File: src/rtl/poly_basemul_ctrl_pkg.sv
// Shared widths, Kyber constants and FSM encoding for the polynomial basemul sequencer.
package poly_basemul_ctrl_pkg;

  localparam int unsigned KYBER_N            = 256;
  localparam int unsigned KYBER_Q            = 3329;
  localparam int unsigned KYBER_POLY_WIDTH   = 16;
  localparam int unsigned PAIR_AW            = 7;
  localparam int unsigned NUM_PAIRS          = KYBER_N / 2;
  localparam int unsigned ZETA_BASEMUL_DEPTH = 64;
  localparam int unsigned ZETA_AW            = $clog2(ZETA_BASEMUL_DEPTH);

  typedef logic [KYBER_POLY_WIDTH-1:0]   coeff_t;
  typedef logic [2*KYBER_POLY_WIDTH-1:0] coeff_pair_t;
  typedef logic [PAIR_AW-1:0]            pair_idx_t;

  localparam coeff_t    KYBER_Q_C = coeff_t'(KYBER_Q);
  localparam pair_idx_t LAST_PAIR = pair_idx_t'(NUM_PAIRS - 1);

  localparam logic [2:0] S_IDLE  = 3'd0;
  localparam logic [2:0] S_READ  = 3'd1;
  localparam logic [2:0] S_ISSUE = 3'd2;
  localparam logic [2:0] S_WAIT  = 3'd3;
  localparam logic [2:0] S_WRITE = 3'd4;
  localparam logic [2:0] S_DONE  = 3'd5;

  typedef enum logic [2:0] {
    ST_IDLE  = S_IDLE,
    ST_READ  = S_READ,
    ST_ISSUE = S_ISSUE,
    ST_WAIT  = S_WAIT,
    ST_WRITE = S_WRITE,
    ST_DONE  = S_DONE
  } state_e;

  // z is never 0, so q - z stays inside [1, q-1].
  function automatic coeff_t zeta_negate(input coeff_t z);
    return KYBER_Q_C - z;
  endfunction

endpackage

File: src/rtl/poly_basemul_ctrl_if.sv
// Handshake and data bus between the sequencer, the a/b/result RAMs and basemul.
interface poly_basemul_ctrl_if;
  import poly_basemul_ctrl_pkg::*;

  logic        start;
  logic        busy;
  logic        done;
  logic        rd_en;
  pair_idx_t   rd_addr;
  coeff_pair_t a_rdata;
  coeff_pair_t b_rdata;
  logic        bm_start;
  coeff_t      bm_a0;
  coeff_t      bm_a1;
  coeff_t      bm_b0;
  coeff_t      bm_b1;
  coeff_t      bm_zeta;
  logic        bm_valid;
  coeff_t      bm_r0;
  coeff_t      bm_r1;
  logic        wr_en;
  pair_idx_t   wr_addr;
  coeff_pair_t wr_data;

  modport master (
    input  start, a_rdata, b_rdata, bm_valid, bm_r0, bm_r1,
    output busy, done, rd_en, rd_addr, bm_start, bm_a0, bm_a1, bm_b0, bm_b1,
           bm_zeta, wr_en, wr_addr, wr_data
  );

  modport slave (
    output start, a_rdata, b_rdata, bm_valid, bm_r0, bm_r1,
    input  busy, done, rd_en, rd_addr, bm_start, bm_a0, bm_a1, bm_b0, bm_b1,
           bm_zeta, wr_en, wr_addr, wr_data
  );

endinterface

File: src/rtl/poly_basemul_ctrl_zeta_basemul_rom.sv
// Basemul twiddle ROM: Kyber zetas[64..127] mod q, even-indexed entries in slots 0..31
// followed by the odd-indexed entries in slots 32..63.
module zeta_basemul_rom
  import poly_basemul_ctrl_pkg::*;
(
  input  logic [ZETA_AW-1:0] idx,
  output coeff_t             zeta
);

  always_comb begin
    case (idx)
      6'd0:  zeta = 16'd2226;  6'd1:  zeta = 16'd555;   6'd2:  zeta = 16'd2078;  6'd3:  zeta = 16'd1550;
      6'd4:  zeta = 16'd422;   6'd5:  zeta = 16'd177;   6'd6:  zeta = 16'd3038;  6'd7:  zeta = 16'd1574;
      6'd8:  zeta = 16'd3083;  6'd9:  zeta = 16'd1159;  6'd10: zeta = 16'd2552;  6'd11: zeta = 16'd2727;
      6'd12: zeta = 16'd1739;  6'd13: zeta = 16'd2457;  6'd14: zeta = 16'd418;   6'd15: zeta = 16'd3173;
      6'd16: zeta = 16'd817;   6'd17: zeta = 16'd603;   6'd18: zeta = 16'd1322;  6'd19: zeta = 16'd1864;
      6'd20: zeta = 16'd2114;  6'd21: zeta = 16'd1218;  6'd22: zeta = 16'd2455;  6'd23: zeta = 16'd2142;
      6'd24: zeta = 16'd2144;  6'd25: zeta = 16'd2051;  6'd26: zeta = 16'd1819;  6'd27: zeta = 16'd2459;
      6'd28: zeta = 16'd3221;  6'd29: zeta = 16'd996;   6'd30: zeta = 16'd958;   6'd31: zeta = 16'd1522;
      6'd32: zeta = 16'd430;   6'd33: zeta = 16'd843;   6'd34: zeta = 16'd871;   6'd35: zeta = 16'd105;
      6'd36: zeta = 16'd587;   6'd37: zeta = 16'd3094;  6'd38: zeta = 16'd2869;  6'd39: zeta = 16'd1653;
      6'd40: zeta = 16'd778;   6'd41: zeta = 16'd3182;  6'd42: zeta = 16'd1483;  6'd43: zeta = 16'd1119;
      6'd44: zeta = 16'd644;   6'd45: zeta = 16'd349;   6'd46: zeta = 16'd329;   6'd47: zeta = 16'd3254;
      6'd48: zeta = 16'd1097;  6'd49: zeta = 16'd610;   6'd50: zeta = 16'd2044;  6'd51: zeta = 16'd384;
      6'd52: zeta = 16'd3193;  6'd53: zeta = 16'd1994;  6'd54: zeta = 16'd220;   6'd55: zeta = 16'd1670;
      6'd56: zeta = 16'd1799;  6'd57: zeta = 16'd794;   6'd58: zeta = 16'd2475;  6'd59: zeta = 16'd478;
      6'd60: zeta = 16'd3021;  6'd61: zeta = 16'd991;   6'd62: zeta = 16'd1869;  6'd63: zeta = 16'd1628;
      default: zeta = '0;
    endcase
  end

endmodule

File: src/rtl/poly_basemul_ctrl.sv
// Walks all 128 coefficient pairs: read a/b, issue one basemul, wait for valid, write back.
module poly_basemul_ctrl
  import poly_basemul_ctrl_pkg::*;
(
  input  logic                clk,
  input  logic                rst,
  poly_basemul_ctrl_if.master bus
);

  state_e      state_q, state_d;
  pair_idx_t   k_q, k_d;
  logic        busy_q, busy_d;
  logic        done_q, done_d;
  logic        rd_en_q, rd_en_d;
  pair_idx_t   rd_addr_q, rd_addr_d;
  logic        bm_start_q, bm_start_d;
  coeff_t      bm_a0_q, bm_a0_d;
  coeff_t      bm_a1_q, bm_a1_d;
  coeff_t      bm_b0_q, bm_b0_d;
  coeff_t      bm_b1_q, bm_b1_d;
  coeff_t      bm_zeta_q, bm_zeta_d;
  logic        wr_en_q, wr_en_d;
  pair_idx_t   wr_addr_q, wr_addr_d;
  coeff_pair_t wr_data_q, wr_data_d;
  coeff_t      rom_zeta;

  zeta_basemul_rom u_zeta_rom (
    .idx  (k_q[PAIR_AW-1:1]),
    .zeta (rom_zeta)
  );

  // Strobes are computed from the next state so each one is high exactly while its state is.
  always_comb begin
    state_d    = state_q;
    k_d        = k_q;
    busy_d     = busy_q;
    done_d     = 1'b0;
    rd_en_d    = 1'b0;
    rd_addr_d  = rd_addr_q;
    bm_start_d = 1'b0;
    bm_a0_d    = bm_a0_q;
    bm_a1_d    = bm_a1_q;
    bm_b0_d    = bm_b0_q;
    bm_b1_d    = bm_b1_q;
    bm_zeta_d  = bm_zeta_q;
    wr_en_d    = 1'b0;
    wr_addr_d  = wr_addr_q;
    wr_data_d  = wr_data_q;

    case (state_q)
      ST_IDLE: begin
        if (bus.start) begin
          state_d   = ST_READ;
          k_d       = '0;
          busy_d    = 1'b1;
          rd_en_d   = 1'b1;
          rd_addr_d = '0;
        end
      end
      ST_READ: begin
        state_d = ST_ISSUE;
      end
      ST_ISSUE: begin
        bm_a0_d    = bus.a_rdata[KYBER_POLY_WIDTH-1:0];
        bm_a1_d    = bus.a_rdata[2*KYBER_POLY_WIDTH-1:KYBER_POLY_WIDTH];
        bm_b0_d    = bus.b_rdata[KYBER_POLY_WIDTH-1:0];
        bm_b1_d    = bus.b_rdata[2*KYBER_POLY_WIDTH-1:KYBER_POLY_WIDTH];
        bm_zeta_d  = k_q[0] ? zeta_negate(rom_zeta) : rom_zeta;
        bm_start_d = 1'b1;
        state_d    = ST_WAIT;
      end
      ST_WAIT: begin
        if (bus.bm_valid) begin
          wr_en_d   = 1'b1;
          wr_addr_d = k_q;
          wr_data_d = {bus.bm_r1, bus.bm_r0};
          state_d   = ST_WRITE;
        end
      end
      ST_WRITE: begin
        if (k_q == LAST_PAIR) begin
          done_d  = 1'b1;
          busy_d  = 1'b0;
          state_d = ST_DONE;
        end else begin
          k_d       = k_q + 1'b1;
          rd_en_d   = 1'b1;
          rd_addr_d = k_q + 1'b1;
          state_d   = ST_READ;
        end
      end
      ST_DONE: begin
        state_d = ST_IDLE;
      end
      default: begin
        busy_d  = 1'b0;
        state_d = ST_IDLE;
      end
    endcase
  end

  always_ff @(posedge clk) begin
    if (rst) begin
      state_q    <= ST_IDLE;
      k_q        <= '0;
      busy_q     <= 1'b0;
      done_q     <= 1'b0;
      rd_en_q    <= 1'b0;
      rd_addr_q  <= '0;
      bm_start_q <= 1'b0;
      bm_a0_q    <= '0;
      bm_a1_q    <= '0;
      bm_b0_q    <= '0;
      bm_b1_q    <= '0;
      bm_zeta_q  <= '0;
      wr_en_q    <= 1'b0;
      wr_addr_q  <= '0;
      wr_data_q  <= '0;
    end else begin
      state_q    <= state_d;
      k_q        <= k_d;
      busy_q     <= busy_d;
      done_q     <= done_d;
      rd_en_q    <= rd_en_d;
      rd_addr_q  <= rd_addr_d;
      bm_start_q <= bm_start_d;
      bm_a0_q    <= bm_a0_d;
      bm_a1_q    <= bm_a1_d;
      bm_b0_q    <= bm_b0_d;
      bm_b1_q    <= bm_b1_d;
      bm_zeta_q  <= bm_zeta_d;
      wr_en_q    <= wr_en_d;
      wr_addr_q  <= wr_addr_d;
      wr_data_q  <= wr_data_d;
    end
  end

  assign bus.busy     = busy_q;
  assign bus.done     = done_q;
  assign bus.rd_en    = rd_en_q;
  assign bus.rd_addr  = rd_addr_q;
  assign bus.bm_start = bm_start_q;
  assign bus.bm_a0    = bm_a0_q;
  assign bus.bm_a1    = bm_a1_q;
  assign bus.bm_b0    = bm_b0_q;
  assign bus.bm_b1    = bm_b1_q;
  assign bus.bm_zeta  = bm_zeta_q;
  assign bus.wr_en    = wr_en_q;
  assign bus.wr_addr  = wr_addr_q;
  assign bus.wr_data  = wr_data_q;

endmodule

File: src/flat_wrapper.sv
// flat-port wrapper written by rule: the top's interface ports become plain ports
module poly_basemul_ctrl_flat import poly_basemul_ctrl_pkg::*;
  (clk, rst, bus_start, bus_a_rdata, bus_b_rdata, bus_bm_valid, bus_bm_r0, bus_bm_r1, bus_busy, bus_done, bus_rd_en, bus_rd_addr, bus_bm_start, bus_bm_a0, bus_bm_a1, bus_bm_b0, bus_bm_b1, bus_bm_zeta, bus_wr_en, bus_wr_addr, bus_wr_data);
  poly_basemul_ctrl_if bus_i ();
  input  logic clk;
  input  logic rst;
  input wire logic [$bits(bus_i.start)-1:0] bus_start;
  input wire logic [$bits(bus_i.a_rdata)-1:0] bus_a_rdata;
  input wire logic [$bits(bus_i.b_rdata)-1:0] bus_b_rdata;
  input wire logic [$bits(bus_i.bm_valid)-1:0] bus_bm_valid;
  input wire logic [$bits(bus_i.bm_r0)-1:0] bus_bm_r0;
  input wire logic [$bits(bus_i.bm_r1)-1:0] bus_bm_r1;
  output wire logic [$bits(bus_i.busy)-1:0] bus_busy;
  output wire logic [$bits(bus_i.done)-1:0] bus_done;
  output wire logic [$bits(bus_i.rd_en)-1:0] bus_rd_en;
  output wire logic [$bits(bus_i.rd_addr)-1:0] bus_rd_addr;
  output wire logic [$bits(bus_i.bm_start)-1:0] bus_bm_start;
  output wire logic [$bits(bus_i.bm_a0)-1:0] bus_bm_a0;
  output wire logic [$bits(bus_i.bm_a1)-1:0] bus_bm_a1;
  output wire logic [$bits(bus_i.bm_b0)-1:0] bus_bm_b0;
  output wire logic [$bits(bus_i.bm_b1)-1:0] bus_bm_b1;
  output wire logic [$bits(bus_i.bm_zeta)-1:0] bus_bm_zeta;
  output wire logic [$bits(bus_i.wr_en)-1:0] bus_wr_en;
  output wire logic [$bits(bus_i.wr_addr)-1:0] bus_wr_addr;
  output wire logic [$bits(bus_i.wr_data)-1:0] bus_wr_data;
  assign bus_i.start = bus_start;
  assign bus_i.a_rdata = bus_a_rdata;
  assign bus_i.b_rdata = bus_b_rdata;
  assign bus_i.bm_valid = bus_bm_valid;
  assign bus_i.bm_r0 = bus_bm_r0;
  assign bus_i.bm_r1 = bus_bm_r1;
  assign bus_busy = bus_i.busy;
  assign bus_done = bus_i.done;
  assign bus_rd_en = bus_i.rd_en;
  assign bus_rd_addr = bus_i.rd_addr;
  assign bus_bm_start = bus_i.bm_start;
  assign bus_bm_a0 = bus_i.bm_a0;
  assign bus_bm_a1 = bus_i.bm_a1;
  assign bus_bm_b0 = bus_i.bm_b0;
  assign bus_bm_b1 = bus_i.bm_b1;
  assign bus_bm_zeta = bus_i.bm_zeta;
  assign bus_wr_en = bus_i.wr_en;
  assign bus_wr_addr = bus_i.wr_addr;
  assign bus_wr_data = bus_i.wr_data;
  poly_basemul_ctrl u_core (.clk(clk), .rst(rst), .bus(bus_i));
endmodule
File: config.mk
export PLATFORM = sky130hd
export DESIGN_NAME = poly_basemul_ctrl_flat
export DESIGN_NICKNAME = d
export VERILOG_FILES = /design/src/rtl/poly_basemul_ctrl_pkg.sv /design/src/rtl/poly_basemul_ctrl_if.sv /design/src/rtl/poly_basemul_ctrl_zeta_basemul_rom.sv /design/src/rtl/poly_basemul_ctrl.sv /design/src/flat_wrapper.sv
export SDC_FILE = /design/constraint.sdc
export NUM_CORES = 1
export LEC_CHECK = 0
export ABC_CLOCK_PERIOD_IN_PS = 4200
export BUFFER_PORTS_ARGS = -buffer_cell sky130_fd_sc_hd__clkbuf_2
export CORE_ASPECT_RATIO = 1.5
export CORE_UTILIZATION = 40
export DETAILED_ROUTE_END_ITERATION = 10
export PLACE_DENSITY_LB_ADDON = 0.2
export SLEW_MARGIN = 20
export SYNTH_ARGS = -nofsm -noshare
export SYNTH_HDL_FRONTEND = slang
export SYNTH_HIERARCHICAL = 1
export SYNTH_SLANG_ARGS = --single-unit
File: constraint.sdc
create_clock -name clk -period 4.2 [get_ports clk]
set_clock_uncertainty 0.05 [all_clocks]
set_input_delay 0.63 -clock clk [delete_from_list [all_inputs] [get_ports clk]]
set_output_delay 0.63 -clock clk [all_outputs]
set_load 0.03 [all_outputs]
==> results of run 1 <==
## flip-flops by register name (all words and copies together) (netlist names), 3 cells and up
| signal | count |
|---|---|
| u_core/bus.wr_data | 32 |
| u_core/bus.bm_a0 | 16 |
| u_core/bus.bm_a1 | 16 |
| u_core/bus.bm_b0 | 16 |
| u_core/bus.bm_b1 | 16 |
| u_core/bus.bm_zeta | 16 |
| u_core/bus.rd_addr | 7 |
| u_core/bus.wr_addr | 7 |
| u_core/state_q | 3 |
## per-stage QoR
step / total power, mW / setup slack, ns / utilization (%) / cell area [um^2]
4_1_cts: 3.284 / 0.6362 / 51.80 / 8386
2_1_floorplan: 1.632 / 0.6814 / - / 6609
6_report: 3.238 / 0.6048 / 51.80 / 8386
3_3_place_gp: 1.761 / 0.7554 / 48.13 / 7792
3_5_place_dp: 1.765 / 0.6563 / 48.13 / 7792
5_1_grt: 3.383 / 0.3665 / 51.80 / 8386
## worst register-to-register path, delay by kind of cell, from the launching register on
family                     cells  cell delay [ns]
AOI/OAI and AO/OA              3             0.55
adders and majority gates      1             0.59
buffers and inverters          1             0.16
DFF                            1             0.52
and+or+nand+nor                5             1.62
## layout by cell type, fill, tap and decap left out, types with 8 or more instances in the layout
cell,instances
sky130_fd_sc_hd__nor3_1,13
sky130_fd_sc_hd__a31oi_1,9
sky130_fd_sc_hd__ha_1,12
sky130_fd_sc_hd__dfxtp_1,132
sky130_fd_sc_hd__a211oi_1,17
sky130_fd_sc_hd__inv_1,19
sky130_fd_sc_hd__xnor2_1,8
sky130_fd_sc_hd__clkbuf_2,229
sky130_fd_sc_hd__nor2_1,36
sky130_fd_sc_hd__o21ai_0,23
sky130_fd_sc_hd__nand2_1,231
sky130_fd_sc_hd__buf_4,18
sky130_fd_sc_hd__clkbuf_16,17
sky130_fd_sc_hd__a21oi_1,134
sky130_fd_sc_hd__nand2b_1,14
sky130_fd_sc_hd__nor2b_1,8
sky130_fd_sc_hd__nand3_1,9
## final timing paths
check,from,end,slack [ns]
worst max register to register,u_core/bus.rd_addr[2]$_SDFFE_PP0P_,u_core/bus.bm_zeta[13]$_SDFFE_PP0P_,0.60
worst max-delay path,u_core/bus.rd_addr[2]$_SDFFE_PP0P_,u_core/bus.bm_zeta[13]$_SDFFE_PP0P_,0.60
worst min-delay path,bus_bm_r1[3],u_core/bus.wr_data[19]$_SDFFE_PP0P_,0.39
worst min register to register,u_core/bus.wr_data[4]$_SDFFE_PP0P_,u_core/bus.wr_data[4]$_SDFFE_PP0P_,0.40
## area by class of cell
cell class,count,area (um^2)
sequential,134,2685
clock inverter,14,163.9
inverter,20,75.07
timing repair buffer,248,1301
tap,206,257.7
multi-input combinational,633,3473
clock buffer,18,429.2
fill,1632,7804
## power by group through the flow
stage	Clock [mW]	Sequential [mW]	Combinational [mW]
2_1_floorplan	0	1.49	0.140
3_3_place_gp	0	1.39	0.376
3_5_place_dp	0	1.39	0.377
4_1_cts	1.55	1.36	0.377
5_1_grt	1.61	1.37	0.409
6_report	1.51	1.36	0.373
## logic make-up (layout without fill, tap and decap cells)
group / after synthesis / count (layout) / synth area share [%]
xor+xnor: 11 / 11 / 1.460
other cells: 1 / 4 / 0.05684
mux: 7 / 7 / 1.631
buf+inv: 96 / 300 / 6.998
fa+ha+maj: 12 / 12 / 2.276
flops: 134 / 134 / 40.66
simple gates: 355 / 355 / 23.95
compound gates: 244 / 244 / 22.97
## metal layers
metal  track usage (%)  wire length (um)  vias to the layer above
met1             26.13              7777                     2976
li1                  -                 -                     3351
met4             12.02               762                        0
met5                 0                 0                        -
met3             4.912              1064                       44
met2             39.85             10050                      236
==> summary.json, run 1 <==
{
  "die_area": {"value": 0.01702, "unit": "mm^2"},
  "p_int": {"value": 2.340, "unit": "mW"},
  "timing_max_transition_violations_final": {"value": 0},
  "slew_headroom": {"value": 49.27, "unit": "%"},
  "cts_resized": {"value": 0},
  "layoutNonFillerInstCount": {"value": 1273},
  "p_sw": {"value": 0.8975, "unit": "mW"},
  "leakage": {"value": 3.451, "unit": "nW"},
  "vdd_drop_max": {"value": 0.2340, "unit": "mV"},
  "dr.first_iter.drc_count": {"value": 527},
  "largest_net_degree_at_the_start_of_global_routing": {"value": 84},
  "critical_path_arrival": {"value": 3.86, "unit": "ns"},
  "drt-pass1-iter-count": {"value": 5},
  "maxCapViolations": {"value": 0},
  "aggregate_routed_wire_length": {"value": 19.66, "unit": "mm"},
  "timing.hold.worst_path_depth": {"value": 3},
  "dp_cells": {"value": 1241},
  "asyncSetResetFlopFracSynth": {"value": 0, "unit": "%"},
  "htree_num_levels": {"value": 4},
  "die_h": {"value": 159.3, "unit": "um"},
  "worst-slew-pin-transition": {"value": 0.7551, "unit": "ns"},
  "antenna_violations_before_repair": {"value": 0},
  "dp_hpwl": {"value": 13.97, "unit": "mm"},
  "insertion_delay": {"value": 0.41, "unit": "ns"},
  "crit_slowest_cell": {"value": "sky130_fd_sc_hd__nor3_1"},
  "layout.nets": {"value": 1166},
  "hold-worst-slack": {"value": 0.3861, "unit": "ns"},
  "num_io_pins": {"value": 231},
  "synth.largest_area_cell": {"value": "sky130_fd_sc_hd__dfxtp_1"},
  "final_min_period_over_clock_period": {"value": 85.60, "unit": "%"},
  "placeableCoreArea": {"value": 0.01619, "unit": "mm^2"},
  "post-synth-top-count-cell": {"value": "sky130_fd_sc_hd__nand2_1"},
  "cts-hold-fix-buffers": {"value": 0},
  "ys_seq_elements": {"value": 134},
  "timing.hold.worst.class": {"value": "input pin to flip-flop"},
  "ant_nets": {"value": 0},
  "startpoint_type": {"value": "flip-flop"},
  "result_of_the_run": {"value": "finished clean"},
  "path_cells": {"value": "inv_1 -> ha_1 -> nor2b_1 -> o21ai_0 -> a221oi_1 -> nor3_1 -> or4_4 -> nor4_4 -> or4_1 -> a311oi_1"},
  "tritoncts.num_buffers": {"value": 17},
  "cts_tree": {"value": "built"},
  "yosysWarningCount": {"value": 6},
  "timing.critical_path.to_type": {"value": "flip-flop"},
  "drc_errors": {"value": 0},
  "post_synth_main_area_contributors": {"value": "sky130_fd_sc_hd__dfxtp_1 41%, sky130_fd_sc_hd__nand2_1 13%, sky130_fd_sc_hd__a21oi_1 10%"},
  "detail_route.wl_per_cell": {"value": 15.44, "unit": "um"},
  "synth.cell_area": {"value": 0.006598, "unit": "mm^2"},
  "grt.total_usage": {"value": 23.01, "unit": "%"},
  "seqPwrFrac": {"value": 42.0, "unit": "%"},
  "globalRoute.totalOverflow": {"value": 0},
  "setup_repair_after_global_routing_missed_its_margin": {"value": "no"},
  "port_buffers": {"value": 230},
  "via_count": {"value": 6607},
  "num_rows": {"value": 57},
  "synthesis.instances": {"value": 860},
  "synthesis.area_per_instance": {"value": 7.672, "unit": "um^2"},
  "number_of_diodes_added_for_antenna_fixing": {"value": 0},
  "cts_root_buffer": {"value": "sky130_fd_sc_hd__clkbuf_16"},
  "timing.critical_path.depth": {"value": 10},
  "switching_share": {"value": 27.72, "unit": "%"},
  "synth_seq_area_share": {"value": 40.66, "unit": "%"},
  "die_w": {"value": 106.9, "unit": "um"},
  "cellPowerDensity": {"value": 386.1, "unit": "mW/mm^2"},
  "final_layout_size_suffix_gt1_share": {"value": 28.49, "unit": "%"},
  "final.min_clock_period": {"value": 3.595, "unit": "ns"},
  "vias_in_the_first_global_route": {"value": 5942},
  "setup_total_negative_slack": {"value": 0, "unit": "ns"},
  "grt_first_pass_wirelength": {"value": 31.06, "unit": "mm"},
  "gp_routability_congestion": {"value": 0.9369},
  "areaGrowthSynthToFinish": {"value": 27.10, "unit": "%"},
  "required": {"value": 4.47, "unit": "ns"},
  "ctsLongestPathBuffers": {"value": 2},
  "timing.critical_path.max_delay_family": {"value": "simple AND/OR/NAND/NOR gates"},
  "ff2ff_path_depth": {"value": 10},
  "crit_path_max_incr_delay": {"value": 0.66, "unit": "ns"},
  "floorplan.initialDensity": {"value": 40.75, "unit": "%"},
  "yosysTopAreaCellShare": {"value": 40.66, "unit": "%"},
  "synthDistinctLibCells": {"value": 66},
  "ys.flop_type": {"value": "sky130_fd_sc_hd__dfxtp_1"},
  "worstSetupPathType": {"value": "flip-flop to flip-flop"},
  "clock_power_share": {"value": 46.5, "unit": "%"},
  "netlist_top_cells_count": {"value": "231 x sky130_fd_sc_hd__nand2_1, 134 x sky130_fd_sc_hd__a21oi_1, 134 x sky130_fd_sc_hd__dfxtp_1"},
  "synth-edff-count": {"value": 0},
  "cp_max_fo": {"value": 11},
  "viasPerCell": {"value": 5.190},
  "worst-path-buf-inv": {"value": 1},
  "post_cts_repair_setup_buffers": {"value": 0},
  "path_clk_slew": {"value": 0.07, "unit": "ns"},
  "timing.fmax": {"value": 0.2782, "unit": "GHz"},
  "report.final.setup_viol": {"value": 0},
  "finalHoldViolCount": {"value": 0},
  "combPwrFrac": {"value": 11.5, "unit": "%"},
  "clock-sinks": {"value": 134}
}
Power figures use the tool's default switching activity.
==> inputs of run 2 (changes only) <==
--- a/config.mk
+++ b/config.mk
@@ -8,6 +8,7 @@
 export ABC_CLOCK_PERIOD_IN_PS = 4200
 export BUFFER_PORTS_ARGS = -buffer_cell sky130_fd_sc_hd__clkbuf_2
 export CORE_ASPECT_RATIO = 1.5
+export CORE_MARGIN = 2
 export CORE_UTILIZATION = 40
 export DETAILED_ROUTE_END_ITERATION = 10
 export PLACE_DENSITY_LB_ADDON = 0.2
==> summary.json, run 2 (synthesis results as in run 1) <==
{
  "antenna_violations_before_repair": {"value": 0},
  "critical_path_arrival": {"value": 3.87, "unit": "ns"},
  "viasPerCell": {"value": 5.259},
  "cts_tree": {"value": "built"},
  "aggregate_routed_wire_length": {"value": 20.12, "unit": "mm"},
  "drc_errors": {"value": 0},
  "timing.hold.worst.class": {"value": "input pin to flip-flop"},
  "drt-pass1-iter-count": {"value": 5},
  "num_rows": {"value": 57},
  "final_min_period_over_clock_period": {"value": 85.89, "unit": "%"},
  "startpoint_type": {"value": "flip-flop"},
  "number_of_diodes_added_for_antenna_fixing": {"value": 0},
  "clock-sinks": {"value": 134},
  "vdd_drop_max": {"value": 0.3466, "unit": "mV"},
  "dr.first_iter.drc_count": {"value": 534},
  "p_int": {"value": 2.524, "unit": "mW"},
  "result_of_the_run": {"value": "finished clean"},
  "via_count": {"value": 6690},
  "layout.nets": {"value": 1165},
  "timing_max_transition_violations_final": {"value": 0},
  "timing.critical_path.max_delay_family": {"value": "simple AND/OR/NAND/NOR gates"},
  "tritoncts.num_buffers": {"value": 17},
  "areaGrowthSynthToFinish": {"value": 28.01, "unit": "%"},
  "grt.total_usage": {"value": 22.02, "unit": "%"},
  "setup_total_negative_slack": {"value": 0, "unit": "ns"},
  "setup_repair_after_global_routing_missed_its_margin": {"value": "no"},
  "detail_route.wl_per_cell": {"value": 15.81, "unit": "um"},
  "worst-slew-pin-transition": {"value": 0.9445, "unit": "ns"},
  "gp_routability_congestion": {"value": 0.9394},
  "required": {"value": 4.46, "unit": "ns"},
  "finalHoldViolCount": {"value": 0},
  "ctsLongestPathBuffers": {"value": 2},
  "cts_resized": {"value": 0},
  "switching_share": {"value": 25.33, "unit": "%"},
  "timing.critical_path.to_type": {"value": "flip-flop"},
  "die_area": {"value": 0.01756, "unit": "mm^2"},
  "cellPowerDensity": {"value": 400.2, "unit": "mW/mm^2"},
  "crit_path_max_incr_delay": {"value": 0.67, "unit": "ns"},
  "placeableCoreArea": {"value": 0.01619, "unit": "mm^2"},
  "layout.cells.most_common": {"value": "sky130_fd_sc_hd__nand2_1"},
  "leakage": {"value": 3.472, "unit": "nW"},
  "cp_max_fo": {"value": 14},
  "maxCapViolations": {"value": 0},
  "path_cells": {"value": "buf_4 -> inv_1 -> ha_1 -> nor2b_1 -> o21ai_0 -> a221oi_1 -> nor3_1 -> or4_4 -> nor4_4 -> or4_1 -> a311oi_1"},
  "timing.fmax": {"value": 0.2772, "unit": "GHz"},
  "report.final.setup_viol": {"value": 0},
  "post_cts_repair_setup_buffers": {"value": 0},
  "post-layout-total-power": {"value": 3.380, "unit": "mW"},
  "port_buffers": {"value": 230},
  "layout_common_cells": {"value": "231 x sky130_fd_sc_hd__nand2_1, 229 x sky130_fd_sc_hd__clkbuf_2, 134 x sky130_fd_sc_hd__a21oi_1"},
  "num_io_pins": {"value": 231},
  "htree_num_levels": {"value": 4},
  "crit_slowest_cell": {"value": "sky130_fd_sc_hd__nor3_1"},
  "worstSetupPathType": {"value": "flip-flop to flip-flop"},
  "number_of_flip_flops_in_the_largest_register": {"value": 32},
  "final.min_clock_period": {"value": 3.608, "unit": "ns"},
  "grt_first_pass_wirelength": {"value": 30.61, "unit": "mm"},
  "largest_net_degree_at_the_start_of_global_routing": {"value": 96},
  "worst-path-buf-inv": {"value": 2},
  "vias_in_the_first_global_route": {"value": 5928},
  "dp_hpwl": {"value": 14.35, "unit": "mm"},
  "cts_root_buffer": {"value": "sky130_fd_sc_hd__clkbuf_16"},
  "path_clk_slew": {"value": 0.06, "unit": "ns"},
  "hold-worst-slack": {"value": 0.3889, "unit": "ns"},
  "clock_power_share": {"value": 48.7, "unit": "%"},
  "globalRoute.totalOverflow": {"value": 0},
  "p_sw": {"value": 0.8560, "unit": "mW"},
  "slew_headroom": {"value": 37.03, "unit": "%"},
  "combPwrFrac": {"value": 11.1, "unit": "%"},
  "final_layout_size_suffix_gt1_share": {"value": 28.42, "unit": "%"},
  "die_w": {"value": 108.9, "unit": "um"},
  "insertion_delay": {"value": 0.40, "unit": "ns"},
  "seqPwrFrac": {"value": 40.2, "unit": "%"},
  "ant_nets": {"value": 0},
  "die_h": {"value": 161.3, "unit": "um"},
  "fill_cells": {"value": 1609},
  "cts-hold-fix-buffers": {"value": 0},
  "floorplan.initialDensity": {"value": 40.75, "unit": "%"}
}
-- run 2: cell types whose count changed in the layout (fill, tap and decap cells not counted) --
| cell | before | now |
|---|---|---|
| sky130_fd_sc_hd__inv_6 | 6 | 3 |
| sky130_fd_sc_hd__buf_4 | 18 | 17 |
| sky130_fd_sc_hd__clkbuf_8 | 0 | 1 |
| sky130_fd_sc_hd__clkinv_4 | 1 | 3 |
| sky130_fd_sc_hd__bufinv_16 | 2 | 5 |
| sky130_fd_sc_hd__clkinv_2 | 1 | 0 |
| sky130_fd_sc_hd__inv_8 | 2 | 0 |
-- run 2: routing by layer --
metal	GRT usage (%)	vias up	routed length, um
met4	10.20	0	784
met5	0	-	0
li1	-	3344	-
met3	4.681	47	1321
met2	39.05	260	10530
met1	24.63	3039	7483
-- run 2: cell type report --
| cell class | instances | area (um^2) | share of cell area [%] |
|---|---|---|---|
| Clock buffer | 19 | 442.9 | 5.244 |
| Clock inverter | 13 | 217.7 | 2.578 |
| Inverter | 20 | 75.07 | 0.8889 |
| Multi-Input combinational cell | 633 | 3473 | 41.13 |
| Sequential cell | 134 | 2685 | 31.79 |
| Tap cell | 206 | 257.7 | 3.052 |
| Timing Repair Buffer | 247 | 1294 | 15.32 |
-- run 2: worst register-to-register path, delay by kind of cell, from the launching register on --
family          cells  cell delay [ns]
simple gates        5             1.62
compound gates      3             0.59
buf+inv             2             0.32
flops               1             0.36
fa+ha+maj           1             0.59
-- run 2: per-stage QoR --
step	area, um^2	cells	worst slack, ns	utilization, %
after global placement	7785	1240	0.7548	48.09
final	8446	1272	0.5925	52.17
after CTS	8446	1272	0.6785	52.17
after floorplan	6609	863	0.6814	-
after global routing	8446	1272	0.4324	52.17
after detailed placement	7785	1240	0.7123	48.09
-- run 2: worst paths after layout --
kind                                      start                                   to  slack [ns]  cells past startpoint
max          u_core/bus.rd_addr[2]$_SDFFE_PP0P_  u_core/bus.bm_zeta[13]$_SDFFE_PP0P_        0.59                     11
min                             bus_b_rdata[10]    u_core/bus.bm_b0[10]$_SDFFE_PP0P_        0.39                      3
max reg2reg  u_core/bus.rd_addr[2]$_SDFFE_PP0P_  u_core/bus.bm_zeta[13]$_SDFFE_PP0P_        0.59                     11
min reg2reg  u_core/bus.wr_data[2]$_SDFFE_PP0P_   u_core/bus.wr_data[2]$_SDFFE_PP0P_        0.40                      2
-- run 2: power groups by stage --
stage | clock network [mW] | registers, mW | logic [mW]
after floorplan | 0 | 1.49 | 0.140
after global placement | 0 | 1.39 | 0.376
after detailed placement | 0 | 1.39 | 0.377
after CTS | 1.69 | 1.36 | 0.377
after global routing | 1.74 | 1.37 | 0.408
final | 1.65 | 1.36 | 0.374
